[config.mk]
export PLATFORM = sky130hd
export DESIGN_NAME = counter_capture_unit
export DESIGN_NICKNAME = d
export VERILOG_FILES = /design/src/rtl/counter_capture_unit.sv
export SDC_FILE = /design/constraint.sdc
export NUM_CORES = 1
export LEC_CHECK = 0
export ABC_AREA = 0
export CAP_MARGIN = 20
export CORE_ASPECT_RATIO = 0.5
export CORE_UTILIZATION = 30
export DETAILED_ROUTE_END_ITERATION = 8
export GPL_ROUTABILITY_DRIVEN = 0
export PLACE_DENSITY = 0.45
export SYNTH_ARGS = -nofsm -noshare
export SYNTH_HDL_FRONTEND = slang
export SYNTH_SLANG_ARGS = --single-unit
[constraint.sdc]
create_clock -name clk -period 2.4 [get_ports clk]
set_clock_uncertainty 0.05 [all_clocks]
set_input_delay 0.48 -clock clk [delete_from_list [all_inputs] [get_ports clk]]
set_output_delay 0.48 -clock clk [all_outputs]
set_load 0.1 [all_outputs]
[src/rtl/counter_capture_unit.sv]
// Timestamp/compare/capture stage behind a 16-bit free-running counter.
// Optional macro CAP_BOTH_EDGES_EN: capture both event edges and tag each entry with its polarity.
module counter_capture_unit #(
    parameter int EPOCH_W    = 16,
    parameter int FIFO_DEPTH = 4,
`ifdef CAP_BOTH_EDGES_EN
    localparam int CAP_W     = EPOCH_W + 17
`else
    localparam int CAP_W     = EPOCH_W + 16
`endif
) (
    input  logic             clk,
    input  logic             rst_n,
    input  logic [15:0]      count,
    input  logic             overflow,
    input  logic [15:0]      cmp_val,
    input  logic             evt_in,
    output logic             cmp_match,
    output logic             cap_valid,
    input  logic             cap_ready,
    output logic [CAP_W-1:0] cap_data,
    output logic             cap_drop
);

    localparam int PTR_W = $clog2(FIFO_DEPTH);
    localparam int OCC_W = PTR_W + 1;

    logic [EPOCH_W-1:0] epoch_q, epoch_d;
    logic               cmp_match_q, cmp_match_d;
    logic               evt_s1_q, evt_s1_d;
    logic               evt_s2_q, evt_s2_d;
    logic               evt_prev_q, evt_prev_d;
    logic [CAP_W-1:0]   mem_q [FIFO_DEPTH];
    logic [CAP_W-1:0]   mem_d [FIFO_DEPTH];
    logic [PTR_W-1:0]   rd_ptr_q, rd_ptr_d;
    logic [PTR_W-1:0]   wr_ptr_q, wr_ptr_d;
    logic [OCC_W-1:0]   occ_q, occ_d;
    logic               cap_valid_q, cap_valid_d;
    logic [CAP_W-1:0]   cap_data_q, cap_data_d;
    logic               cap_drop_q, cap_drop_d;

    logic               rise_s;
    logic               detect_s;
    logic               full_s;
    logic               pop_s;
    logic               push_s;
    logic [CAP_W-1:0]   push_data_s;
`ifdef CAP_BOTH_EDGES_EN
    logic               fall_s;
`endif

    // Edge detection on the synchronised event and FIFO handshake decisions
    always_comb begin
        rise_s      = evt_s2_q & ~evt_prev_q;
`ifdef CAP_BOTH_EDGES_EN
        fall_s      = ~evt_s2_q & evt_prev_q;
        detect_s    = rise_s | fall_s;
        push_data_s = {rise_s, epoch_q, count};
`else
        detect_s    = rise_s;
        push_data_s = {epoch_q, count};
`endif
        pop_s  = cap_valid_q & cap_ready;
        full_s = (occ_q == OCC_W'(FIFO_DEPTH));
        // A full FIFO still takes the event when the head leaves in the same cycle
        push_s = detect_s & (~full_s | pop_s);
    end

    // Next-state computation for epoch, compare, synchroniser and FIFO
    always_comb begin
        if (overflow) begin
            epoch_d = epoch_q + EPOCH_W'(1);
        end else begin
            epoch_d = epoch_q;
        end
        cmp_match_d = (count == cmp_val);
        evt_s1_d    = evt_in;
        evt_s2_d    = evt_s1_q;
        evt_prev_d  = evt_s2_q;

        mem_d    = mem_q;
        wr_ptr_d = wr_ptr_q;
        if (push_s) begin
            mem_d[wr_ptr_q] = push_data_s;
            wr_ptr_d        = wr_ptr_q + PTR_W'(1);
        end else begin
            wr_ptr_d = wr_ptr_q;
        end

        if (pop_s) begin
            rd_ptr_d = rd_ptr_q + PTR_W'(1);
        end else begin
            rd_ptr_d = rd_ptr_q;
        end

        case ({push_s, pop_s})
            2'b10:   occ_d = occ_q + OCC_W'(1);
            2'b01:   occ_d = occ_q - OCC_W'(1);
            default: occ_d = occ_q;
        endcase

        // Head is registered from next state, so an empty-FIFO push shows one cycle later
        cap_valid_d = (occ_d != OCC_W'(0));
        cap_data_d  = mem_d[rd_ptr_d];
        cap_drop_d  = detect_s & full_s & ~pop_s;
    end

    // State registers with synchronous active-low reset
    always_ff @(posedge clk) begin
        if (!rst_n) begin
            epoch_q     <= '0;
            cmp_match_q <= 1'b0;
            evt_s1_q    <= 1'b0;
            evt_s2_q    <= 1'b0;
            evt_prev_q  <= 1'b0;
            for (int i = 0; i < FIFO_DEPTH; i++) begin
                mem_q[i] <= '0;
            end
            rd_ptr_q    <= '0;
            wr_ptr_q    <= '0;
            occ_q       <= '0;
            cap_valid_q <= 1'b0;
            cap_data_q  <= '0;
            cap_drop_q  <= 1'b0;
        end else begin
            epoch_q     <= epoch_d;
            cmp_match_q <= cmp_match_d;
            evt_s1_q    <= evt_s1_d;
            evt_s2_q    <= evt_s2_d;
            evt_prev_q  <= evt_prev_d;
            mem_q       <= mem_d;
            rd_ptr_q    <= rd_ptr_d;
            wr_ptr_q    <= wr_ptr_d;
            occ_q       <= occ_d;
            cap_valid_q <= cap_valid_d;
            cap_data_q  <= cap_data_d;
            cap_drop_q  <= cap_drop_d;
        end
    end

    assign cmp_match = cmp_match_q;
    assign cap_valid = cap_valid_q;
    assign cap_data  = cap_data_q;
    assign cap_drop  = cap_drop_q;

endmodule

-- Yosys cells after proc, flatten, opt, wreduce, memory -nomap -nowiden
Index checks and enable logic that the tools add are counted.
- register bits after elaboration: 189
- input bits: 37
- output and inout bits: 35
- word-level logic and storage cells: 49
- add/subtract/negate cells: 5
- $lt $le $gt $ge: 3
- equal/unequal tests: 4
- muxes and demuxes: 9
- bitwise gates (word level): 11
- reductions and logical operators: 2
- operators with widths (operator ; count):
    bitwise mux 128 bit ; 1
    two-way mux 128 bit ; 1
    two-way mux 32 bit ; 3
    binary-select mux 32 bit (select 2 bit) ; 1
    demux 32 bit (select 2 bit) ; 1
    adder 16 x 1 -> 16 bit, second input constant ; 1
    equality test 16 bit ; 1
    greater-or-equal comparator 3 bit, second input constant ; 2
    NOT 2 -> 3 bit ; 2
    one-hot mux 3 bit (2 select lines) ; 1
    AND 1 bit ; 5
    adder 2 x 1 -> 2 bit, second input constant ; 2
    adder 3 x 1 -> 3 bit, second input constant ; 1
    equality test 3 bit, second input constant ; 1
    < comparator 3 x 1 -> 1 bit, second input constant ; 1
    NOT 1 bit ; 3
    nonzero test 3 bit ; 1
    subtractor 3 x 1 -> 3 bit, second input constant ; 1
    equality test 2 x 1 -> 1 bit, second input constant ; 1
    equality test 2 bit, second input constant ; 1
    two-way mux 2 bit ; 1
    logical AND 1 bit ; 1
    OR 1 bit ; 1

-- Logic depth before layout (Yosys ltp)
- depth after elaboration: 10
- gate-level depth with buffers: 9
- mapped depth without buffers: 8

-- Least setup slack after synthesis
OpenSTA, ideal clock, no wires.
- kind: flip-flop to flip-flop
- from: register cap_valid_q (netlist: cap_valid)
- to: register cap_valid_q (netlist: cap_valid)
- library setup time: 0.128 ns
- arrival time: 2.605 ns
- required time: 2.222 ns
- setup slack: -0.383 ns
- stages on the path, launching flop included: 10
- buffers on the path: 1
- period minus slack after synthesis: 2.783 ns
- cells stage by stage: dfxtp_1 -> a211o_4 -> o21ai_2 -> buf_2 -> ha_1 -> fa_1 -> xnor2_1 -> nor2_1 -> xnor2_1 -> a21boi_0
- cells in the longest elaborated chain, start to end: 6
- elaborated cells on any way between the ends: 7
- classes of those cells: eq/ne: 2; mux: 1; bitwise: 3; reduce/logical: 1
- ends and longest elaborated chain (element ; RTL line ; RTL):
    start: declaration ; 38 ; logic cap_valid_q, cap_valid_d;
    start signal: assignment ; 135 ; cap_valid_q <= cap_valid_d;
    AND 1 bit (*) ; 63 ; pop_s = cap_valid_q & cap_ready;
    OR 1 bit ; 66 ; push_s = detect_s & (~full_s | pop_s);
    AND 1 bit ; 66 ;
    equality test 2 x 1 -> 1 bit or equality test 2 bit (tied branches) ; 96 ; case ({push_s, pop_s})
    one-hot mux 3 bit (2 select lines) (*) ; 96 ;
    nonzero test 3 bit (*) ; 103 ; cap_valid_d = (occ_d != OCC_W'(0));
Mark *: on every way between the ends. The rest lies on a longest branch, timed or not.
A chain may end at the register's enable or synchronous reset.

-- Worst setup path in the final report
- from: register wr_ptr_q[1]
- to: register cap_data_q[31] (netlist: cap_data[31])
- cells in the longest elaborated chain, start to end: 10
- elaborated cells on any way between the ends: 11
- classes of those cells: order compare: 2; mux: 7; bitwise: 1; reduce/logical: 1
- ends and longest elaborated chain (element ; RTL line ; RTL):
    start: declaration ; 36 ; logic [PTR_W-1:0] wr_ptr_q, wr_ptr_d;
    start signal: assignment ; 133 ; wr_ptr_q <= wr_ptr_d;
    NOT 2 -> 3 bit (not written as such) (*) ; 84 ; mem_d[wr_ptr_q] = push_data_s;
    greater-or-equal comparator 3 bit (not written as such) or < comparator 3 x 1 -> 1 bit (tied branches) ; 84 ;
    logical AND 1 bit (not written as such) ; 84 ;
    two-way mux 32 bit (not written as such) ; 84 ;
    demux 32 bit (select 2 bit) (*) ; 84 ;
    bitwise mux 128 bit (*) ; 84 ;
    two-way mux 128 bit (*) ; 83 ; if (push_s) begin
    binary-select mux 32 bit (select 2 bit) (*) ; 104 ; cap_data_d = mem_d[rd_ptr_d];
    two-way mux 32 bit (not written as such) (*) (2 in series) ; 104 ;
    end signal: assignment ; 136 ; cap_data_q <= cap_data_d;
    end: declaration ; 39 ; logic [CAP_W-1:0] cap_data_q, cap_data_d;
Mark *: on every way between the ends. The rest lies on a longest branch, timed or not. The select of a mux whose other input is x is not followed.

==> results.md <==
- Boundary pin count: 72
- First drt pass iteration count: 7
- Slew Viols, Final: 0
- Power Dens Cells: 773 mW/mm^2
- Largest cells by area after synthesis: dfxtp_1 (46%), mux2i_1 (8.1%), nand2_1 (6.3%), o221ai_2 (5.5%), a21boi_0 (5.4%)
- Power, Total: 0.00785 W
- Wire per inst: 18.6 um
- Final setup violation count: 0
- Syn_nets: 859
- CTS Sinks: 189
- Setup Crit Path Kind: register to register
- RSZ-0062 raised after global routing: no
- Crit start category: register
- Ys flop type: dfxtp_1
- Pre-CTS WS: -0.244 ns
- FF-to-FF path depth: 8
- 1st-iter DRT viols: 419
- CTS tree: yes
- Worst R2R Start: wr_ptr_q[1]
- Via count: 6,172
- Mean Syn Cell Area: 10.1 um^2
- Status: finished, final reports clean
- VDD IR max: 0.481 mV
- WP data required: 2.67 ns
- Yosys reg bits: 189
- Final Cycle Share: 0.914
- Final core occ: 0.381
- DR vias/cell: 4.97
- DP Cell Count: 1,211
- Synth area leader: dfxtp_1
- Die footprint: 0.0281 mm^2
- WL final: 23.1 mm
- Die height: 119 um
- Async set-reset flop share out of synthesis: 0
- Commonest cells in the synthesized netlist: dfxtp_1 (189), nand2_1 (137), nor2b_1 (69), mux2i_1 (66), a21boi_0 (59)
- Area delta synth->final: 23.8%
- Gr ovfl total: 0
- Row cnt: 42
- First-pass GRT wire length: 36.5 mm
- Worst-Skew Late Latency: 0.46 ns
- Crit Path Max Fanout: 23
- Drt drc: 0
- Initial antenna violation count: 0
- Hold Vio Cnt, Final: 0
- Clock Tree Buf Depth: 2
- Slew @ Worst Pin: 0.468 ns
- H-tree depth: 4
- Yosys top cell area share: 0.461
- CTS resizes: 0
- Fin nets: 922
- EDFF count, synth: 0
- Mapped Cells: 815
- HPWL after DPL: 14.4 mm
- Crit path DAT: 2.47 ns
- YS warnings: 0
- Number of CTS-inserted buffers: 17
- Worst hold path class: primary input to register
- ANT nets after route: 0
- Setup Buffers After CTS: 0
- CP endpoint kind: register
- Post-CTS Hold Buffers: 0
- Mapped Area: 0.00821 mm^2
- GR Util All Layers: 0.170
- Worst Slack Setup Final: 0.207 ns
- Starting Density: 0.308
- Share of cells above drive strength 1: 0.176
- Clock-pin slew on the worst setup and hold paths: 0.07 ns
- Max Cap Viol: 0
- Top-count cell post-synth: dfxtp_1
- Critical Path End: cap_data[31]
- Worst setup path start: wr_ptr_q[1]
- Yosys cell types: 43
- Core area: 0.0266 mm^2
- Vias in the first global route: 6,200
- FF-to-FF End: cap_data[31]
- Max Freq: 456 MHz
- Finished Layout Cells: 1,243
- P_leak: 3.38 nW
- Sequential-to-total area share from yosys stat: 0.461
- Ant diodes: 0
- Largest net degree at the start of global routing: 60
- Slew Limit Headroom: 0.688
- Fin Hold WS: 0.341 ns
- Min Clock Period, post-route: 2.19 ns
- Chip width: 236 um
- Port bufs: 71
- FF-to-FF setup slack: 0.21 ns
- Clock root cell: clkbuf_16
logic make-up (layout without fill, tap and decap cells):
family          Yosys count  after routing  share of synthesized area
mux                      68             68                     0.0832
xor+xnor                 35             35                     0.0396
simple gates            261            261                      0.156
buf+inv                  83            159                     0.0433
flops                   189            189                      0.461
compound gates          172            172                      0.205
fa+ha+maj                 7              7                     0.0116
layout by cell type (no fill, tap or decap), types with 4 or more instances in the layout:
cell               n
and2_1            20
buf_4             67
nand2_1          137
inv_1              9
o221ai_2          30
nor2b_1           69
o41a_1            31
clkbuf_16         17
mux2i_1           65
a21boi_1           5
xnor2_1           22
nand3_1            4
bufinv_16          4
nor3_1             4
ha_1               6
xor2_1            12
dfxtp_1          188
a221oi_1          31
nand4_1            7
a21boi_0          59
clkdlybuf4s50_1   35
buf_12            16
registers in the layout, summed over array words and instances (netlist names):
| register | flops |
|---|---|
| mem_q | 128 |
| cap_data | 32 |
| epoch_q | 16 |
| occ_q | 3 |
| rd_ptr_q | 2 |
| wr_ptr_q | 2 |
| cap_drop | 1 |
| cap_valid | 1 |
| cmp_match | 1 |
| evt_prev_d | 1 |
| evt_prev_q | 1 |
| evt_s1_q | 1 |
critical path, cell delays in order (launching register included):
cell,delay [ns]
dfxtp_1,0.37
inv_1,0.08
ha_1,0.23
and3b_1,0.22
o21a_1,0.13
or3_2,0.51
buf_12,0.21
o221ai_1,0.20
a221oi_1,0.07
worst min-delay path by stage:
stage	start	to	slack, ns	cells after the start
2_1_floorplan	evt_s1_q	evt_prev_d	0.36	1
3_3_place_gp	evt_s1_q	evt_prev_d	0.37	1
3_5_place_dp	evt_s1_q	evt_prev_d	0.38	1
4_1_cts	rst_n	cap_drop	0.32	3
5_1_grt	rst_n	cap_drop	0.34	3
6_report	rst_n	cap_drop	0.34	3
where the power goes:
| part | switching (W) | internal (W) |
|---|---|---|
| registers | 0.0000586 | 0.00323 |
| clock network | 0.00125 | 0.00183 |
| logic | 0.000995 | 0.000488 |
cell type report:
class | instances | area, um^2
multi-input cells | 543 | 4090
well taps | 352 | 440
clock inverters | 10 | 160
clock buffers | 22 | 474
inverters | 9 | 33.8
repair buffers | 118 | 1170
fillers | 2642 | 16500
flip-flops and latches | 189 | 3790
per-layer routing:
layer  wire length, um  global-route usage  part of all wire
met1             11400               0.232              0.49
met2             10400               0.262              0.45
met3               868              0.0352             0.038
met4               461              0.0662             0.020
met5                 0                   0                 0
through the flow:
step	instance area, um^2	setup TNS, ns
5_1_grt	10200	0
4_1_cts	10200	0
3_3_place_gp	9530	-8.14
2_1_floorplan	8210	0
6_report	10200	0
3_5_place_dp	9530	-9.15
Note: power is estimated with default switching activity, not from simulation.
